===== src/rtl/piso4b_tx_if.sv =====
// piso4b_tx_if: parallel load request/word in, serial bit stream with valid/done strobes out.
interface piso4b_tx_if #(parameter int WIDTH = 4) ();
   logic             ld;
   logic [WIDTH-1:0] d;
   logic             busy;
   logic             sout;
   logic             sout_valid;
   logic             done;
   modport master (output ld, d, input busy, sout, sout_valid, done);
   modport slave  (input ld, d, output busy, sout, sout_valid, done);
endinterface


===== src/rtl/piso4b_tx.sv =====
// piso4b_tx: parallel-in/serial-out frame transmitter; define PISO_PARITY_EN to append an even-parity bit.
module piso4b_tx #(
   parameter int WIDTH     = 4,
   parameter bit MSB_FIRST = 1'b1
) (
   input logic          clk,
   input logic          clr,
   piso4b_tx_if.slave   bus
);
   localparam int CW = $clog2(WIDTH) + 1;
   typedef enum logic [1:0] {
      IDLE,
      SHIFT,
`ifdef PISO_PARITY_EN
      PARITY,
`endif
      DONE
   } state_t;
   state_t           state, state_nx;
   logic [WIDTH-1:0] sr;
   logic [WIDTH-1:0] sr_nx;
   logic [CW-1:0]    cnt;
   logic             accept;
   logic             last;
   logic             out_bit;
   assign accept  = bus.ld && (state == IDLE || state == DONE);
   assign last    = cnt == CW'(WIDTH - 1);
   assign out_bit = MSB_FIRST ? sr[WIDTH-1] : sr[0];
   assign sr_nx   = MSB_FIRST ? {sr[WIDTH-2:0], 1'b0} : {1'b0, sr[WIDTH-1:1]};
   // state register
   always_ff @(posedge clk or posedge clr)
      if (clr) state <= IDLE;
      else     state <= state_nx;
   // next-state decode; ld is honoured only from IDLE or DONE
   always_comb begin
      state_nx = state;
      case (state)
         IDLE, DONE: state_nx = accept ? SHIFT : IDLE;
`ifdef PISO_PARITY_EN
         SHIFT:      state_nx = last ? PARITY : SHIFT;
         PARITY:     state_nx = DONE;
`else
         SHIFT:      state_nx = last ? DONE : SHIFT;
`endif
         default:    state_nx = IDLE;
      endcase
   end
   // shift register and bit counter; untouched outside an accept or SHIFT
   always_ff @(posedge clk or posedge clr)
      if (clr) begin
         sr  <= '0;
         cnt <= '0;
      end else if (accept) begin
         sr  <= bus.d;
         cnt <= '0;
      end else if (state == SHIFT) begin
         sr  <= sr_nx;
         cnt <= cnt + CW'(1);
      end
`ifdef PISO_PARITY_EN
   logic par;
   // parity of the captured word, kept since the shift register is drained by the time it is sent
   always_ff @(posedge clk or posedge clr)
      if (clr)         par <= 1'b0;
      else if (accept) par <= ^bus.d;
   assign bus.busy       = state == SHIFT || state == PARITY;
   assign bus.sout       = state == SHIFT ? out_bit : state == PARITY ? par : 1'b0;
`else
   assign bus.busy       = state == SHIFT;
   assign bus.sout       = state == SHIFT ? out_bit : 1'b0;
`endif
   assign bus.sout_valid = bus.busy;
   assign bus.done       = state == DONE;
endmodule


===== src/flat_wrapper.sv =====
// flat-port wrapper written by rule: the top's interface ports become plain ports
module piso4b_tx_flat 
#(
   parameter int WIDTH     = 4,
   parameter bit MSB_FIRST = 1'b1
)
  (clk, clr, bus_ld, bus_d, bus_busy, bus_sout, bus_sout_valid, bus_done);
  piso4b_tx_if #(.WIDTH(WIDTH)) bus_i ();
  input logic clk;
  input logic clr;
  input wire logic [$bits(bus_i.ld)-1:0] bus_ld;
  input wire logic [$bits(bus_i.d)-1:0] bus_d;
  output wire logic [$bits(bus_i.busy)-1:0] bus_busy;
  output wire logic [$bits(bus_i.sout)-1:0] bus_sout;
  output wire logic [$bits(bus_i.sout_valid)-1:0] bus_sout_valid;
  output wire logic [$bits(bus_i.done)-1:0] bus_done;
  assign bus_i.ld = bus_ld;
  assign bus_i.d = bus_d;
  assign bus_busy = bus_i.busy;
  assign bus_sout = bus_i.sout;
  assign bus_sout_valid = bus_i.sout_valid;
  assign bus_done = bus_i.done;
  piso4b_tx #(.WIDTH(WIDTH), .MSB_FIRST(MSB_FIRST)) u_core (.clk(clk), .clr(clr), .bus(bus_i));
endmodule

===== config.mk =====
export PLATFORM = sky130hd
export DESIGN_NAME = piso4b_tx_flat
export DESIGN_NICKNAME = d
export VERILOG_FILES = /design/src/rtl/piso4b_tx_if.sv /design/src/rtl/piso4b_tx.sv /design/src/flat_wrapper.sv
export SDC_FILE = /design/constraint.sdc
export NUM_CORES = 1
export LEC_CHECK = 0
export ABC_AREA = 1
export BUFFER_PORTS_ARGS = -buffer_cell sky130_fd_sc_hd__buf_2
export CAP_MARGIN = 20
export CORE_AREA = 2 2 39 41
export DETAILED_ROUTE_END_ITERATION = 12
export DIE_AREA = 0 0 41 43
export PLACE_DENSITY = 0.58
export REMOVE_ABC_BUFFERS = 1
export SYNTH_ARGS = -nofsm -noshare
export SYNTH_HDL_FRONTEND = slang
export SYNTH_SLANG_ARGS = --single-unit

===== constraint.sdc =====
create_clock -name clk -period 1.23 [get_ports clk]
set_clock_uncertainty 0.05 [all_clocks]
set_input_delay 0 -clock clk [delete_from_list [all_inputs] [get_ports clk]]
set_output_delay 0 -clock clk [all_outputs]
set_load 0.05 [all_outputs]

==> results.json <==
{
  "status": "finished clean",
  "dpl_cell_area_um2": 533,
  "hold_viol_final": 0,
  "grt_start_max_net_pins": 10,
  "slew_violations": 0,
  "setup_viol": 0,
  "root_buffer": "clkbuf_4",
  "hpwlAfterDp_um": 635,
  "synth.distinct_cells": 15,
  "final_nets": 85,
  "crit_chain": "ha_2 > ha_4 > or2_1 > o21ai_2",
  "yosysTopAreaCellShare_pct": 48.6,
  "timing_worst_setup_path_type": "flip-flop to flip-flop",
  "synthesis.area_um2": 463,
  "grtUsageTotal_pct": 13.1,
  "cp-startpoint": "u_core.cnt[0]$_DFFE_PP0P_",
  "die_h_um": 43,
  "yosysWarnings": 0,
  "ir_drop_mv": 1.32,
  "rr_startpoint": "u_core.cnt[0]$_DFFE_PP0P_",
  "numCtsBuffers": 3,
  "grt_overflow_total": 0,
  "design_area_um2": 662,
  "wl_per_cell_um": 10.1,
  "cts_tree": "done",
  "yosys.area.top_type": "dfrtp_1",
  "fillers": 139,
  "multiInputGateArea_um2": 221,
  "mostFrequentLayoutCells": "nand2_1, inv_1, dfrtp_1",
  "crit_fanout": 2,
  "r2r_end": "u_core.cnt[2]$_DFFE_PP0P_",
  "final.setup.tns_ps": 0,
  "start_util_pct": 33.5,
  "seq_area_um2": 226,
  "netlist_instances": 56,
  "crit_path_end": "u_core.cnt[2]$_DFFE_PP0P_",
  "netlist_top_cells_area": "dfrtp_1, nand2_1, inv_1",
  "clock_latency_ps": 260,
  "ff2ff_setup_slack_ps": 50,
  "avgSynthCellArea_um2": 8.27,
  "dr_total_vias": 401,
  "layout_commonest_cell": "nand2_1",
  "worstSetupEndpointType": "flip-flop",
  "path_clk_slew_ps": 60,
  "antenna_found_initial": 0,
  "grt_pass1_wl_mm": 1.51,
  "die_w_um": 41,
  "postCtsSetupBuffers": 0,
  "worst_ep_required_time_ps": 1370,
  "ys_ff_latch": 9,
  "seq_area_frac_synth_pct": 48.6,
  "grt_pass1_vias": 397,
  "clock-sinks": 9,
  "gp_congestion": 0.719,
  "portBuffers": 10,
  "cp.arrival_ps": 1320,
  "critPathLaunchType": "flip-flop",
  "critical_path.slowest_cell": "dfrtp_1",
  "core_area_um2": 1380,
  "drc": 0,
  "hold_path.class": "input port to flip-flop",
  "max_cap_viol_count": 0,
  "antenna_cells": 0,
  "tightestPinTransition_ps": 338,
  "die-area_um2": 1760,
  "drt_first_pass_iters": 2,
  "area_growth_syn_to_layout_pct": 43.0,
  "fin_crit_ps": 1180,
  "drtIter0Drc": 6,
  "total_power_mw": 1.83,
  "drt_wl_total_um": 920,
  "htree_num_levels": 1,
  "drive_above_1_share_pct": 36.0,
  "ctsLongestPathBuffers": 2,
  "via_per_inst": 4.41,
  "rsz0062_at_grt": "false",
  "power.density_nw_per_um2": 2760,
  "max_stage_delay_ps": 390,
  "max_freq_mhz": 845,
  "finalCritPeriodShare_pct": 96.3,
  "r2r_cells": 4,
  "ios": 11,
  "ant_nets": 0,
  "p_leak_nw": 0.349,
  "row_count": 14,
  "maxSlewHeadroom_pct": 77.5
}
## worst min-delay path by stage
stage / slack, ps / endpoint / depth (start not counted) / start
floorplan: -220 / u_core.cnt[0]$_DFFE_PP0P_ / 1 / clr
global placement: -70 / u_core.sr[0]$_DFFE_PP0P_ / 2 / clr
detailed placement: -70 / u_core.sr[0]$_DFFE_PP0P_ / 2 / clr
CTS: 30 / u_core.sr[2]$_DFFE_PP0P_ / 5 / bus_d[2]
global route: 50 / u_core.sr[2]$_DFFE_PP0P_ / 5 / bus_d[2]
finish: 20 / u_core.sr[2]$_DFFE_PP0P_ / 5 / bus_d[2]
## cell type report
type	instances	share of cell area, %
Timing Repair Buffer	16	19.1
Sequential cell	9	34.2
Clock buffer	4	3.97
Tap cell	16	3.02
Multi-Input combinational cell	35	33.5
Inverter	11	6.24
## where the power goes
part / leakage (nW) / switching, mW / internal [mW] / total (mW)
Clock: 0.0150 / 0.106 / 0.125 / 0.231
Combinational: 0.222 / 0.673 / 0.393 / 1.07
Sequential: 0.112 / 0.0938 / 0.435 / 0.529
Total: 0.349 / 0.873 / 0.953 / 1.83
## cells in the mapped netlist
cell type   n
ha_1        2
inv_1       9
nand2_1    15
nand2_2     1
nand2_4     2
nor2_1      5
nand3_1     5
or2_1       1
dfrtp_1     9
o21ai_2     1
inv_2       2
nor2_2      1
buf_4       1
o21ai_0     1
a21oi_2     1
## stage by stage
stage / hold WS (ps) / std cells / setup WS, ps / utilization (%)
2_1_floorplan: -222 / 55 / -446 / -
3_3_place_gp: -69.2 / 82 / 13.0 / 38.5
3_5_place_dp: -69.0 / 82 / 0.141 / 38.5
4_1_cts: 30.2 / 91 / 13.9 / 46.1
5_1_grt: 53.5 / 91 / 3.22 / 47.8
6_report: 24.1 / 91 / 45.9 / 47.8
## repair_timing
item	4_1_cts	5_1_grt
gates cloned	0	0
hold buffers	5	0
hold endpoints to repair	13	0
gates resized for setup	10	4
endpoints found under the setup margin	4	3
pin swaps	1	2
## critical path: cells and delay by family, from the launching register on
kind	cells	cell delay [ps]
compound gates	1	50
simple gates	1	230
fa+ha+maj	2	390
flops	1	390
## metal layers
layer / vias to the layer above / share of wire, % / GRT usage (%)
li1: 206 / - / -
met1: 178 / 47 / 14.7
met2: 13 / 46 / 20.9
met3: 4 / 4.2 / 3.14
met4: 0 / 2.7 / 8.00
met5: - / 0 / 0
## state kept, by name (all words and copies together) (netlist names)
signal / flops
u_core.cnt: 3
u_core.state: 2
u_core.sr: 4
## logic make-up (layout without fill, tap and decap cells)
family	after synthesis	after routing	synth area share, %
AOI/OAI and AO/OA	3	3	4.86
and+or+nand+nor	30	30	30.5
adders and majority gates	2	2	5.40
DFF	9	9	48.6
buffers and inverters	12	31	10.5
Power figures use the tool's default switching activity.
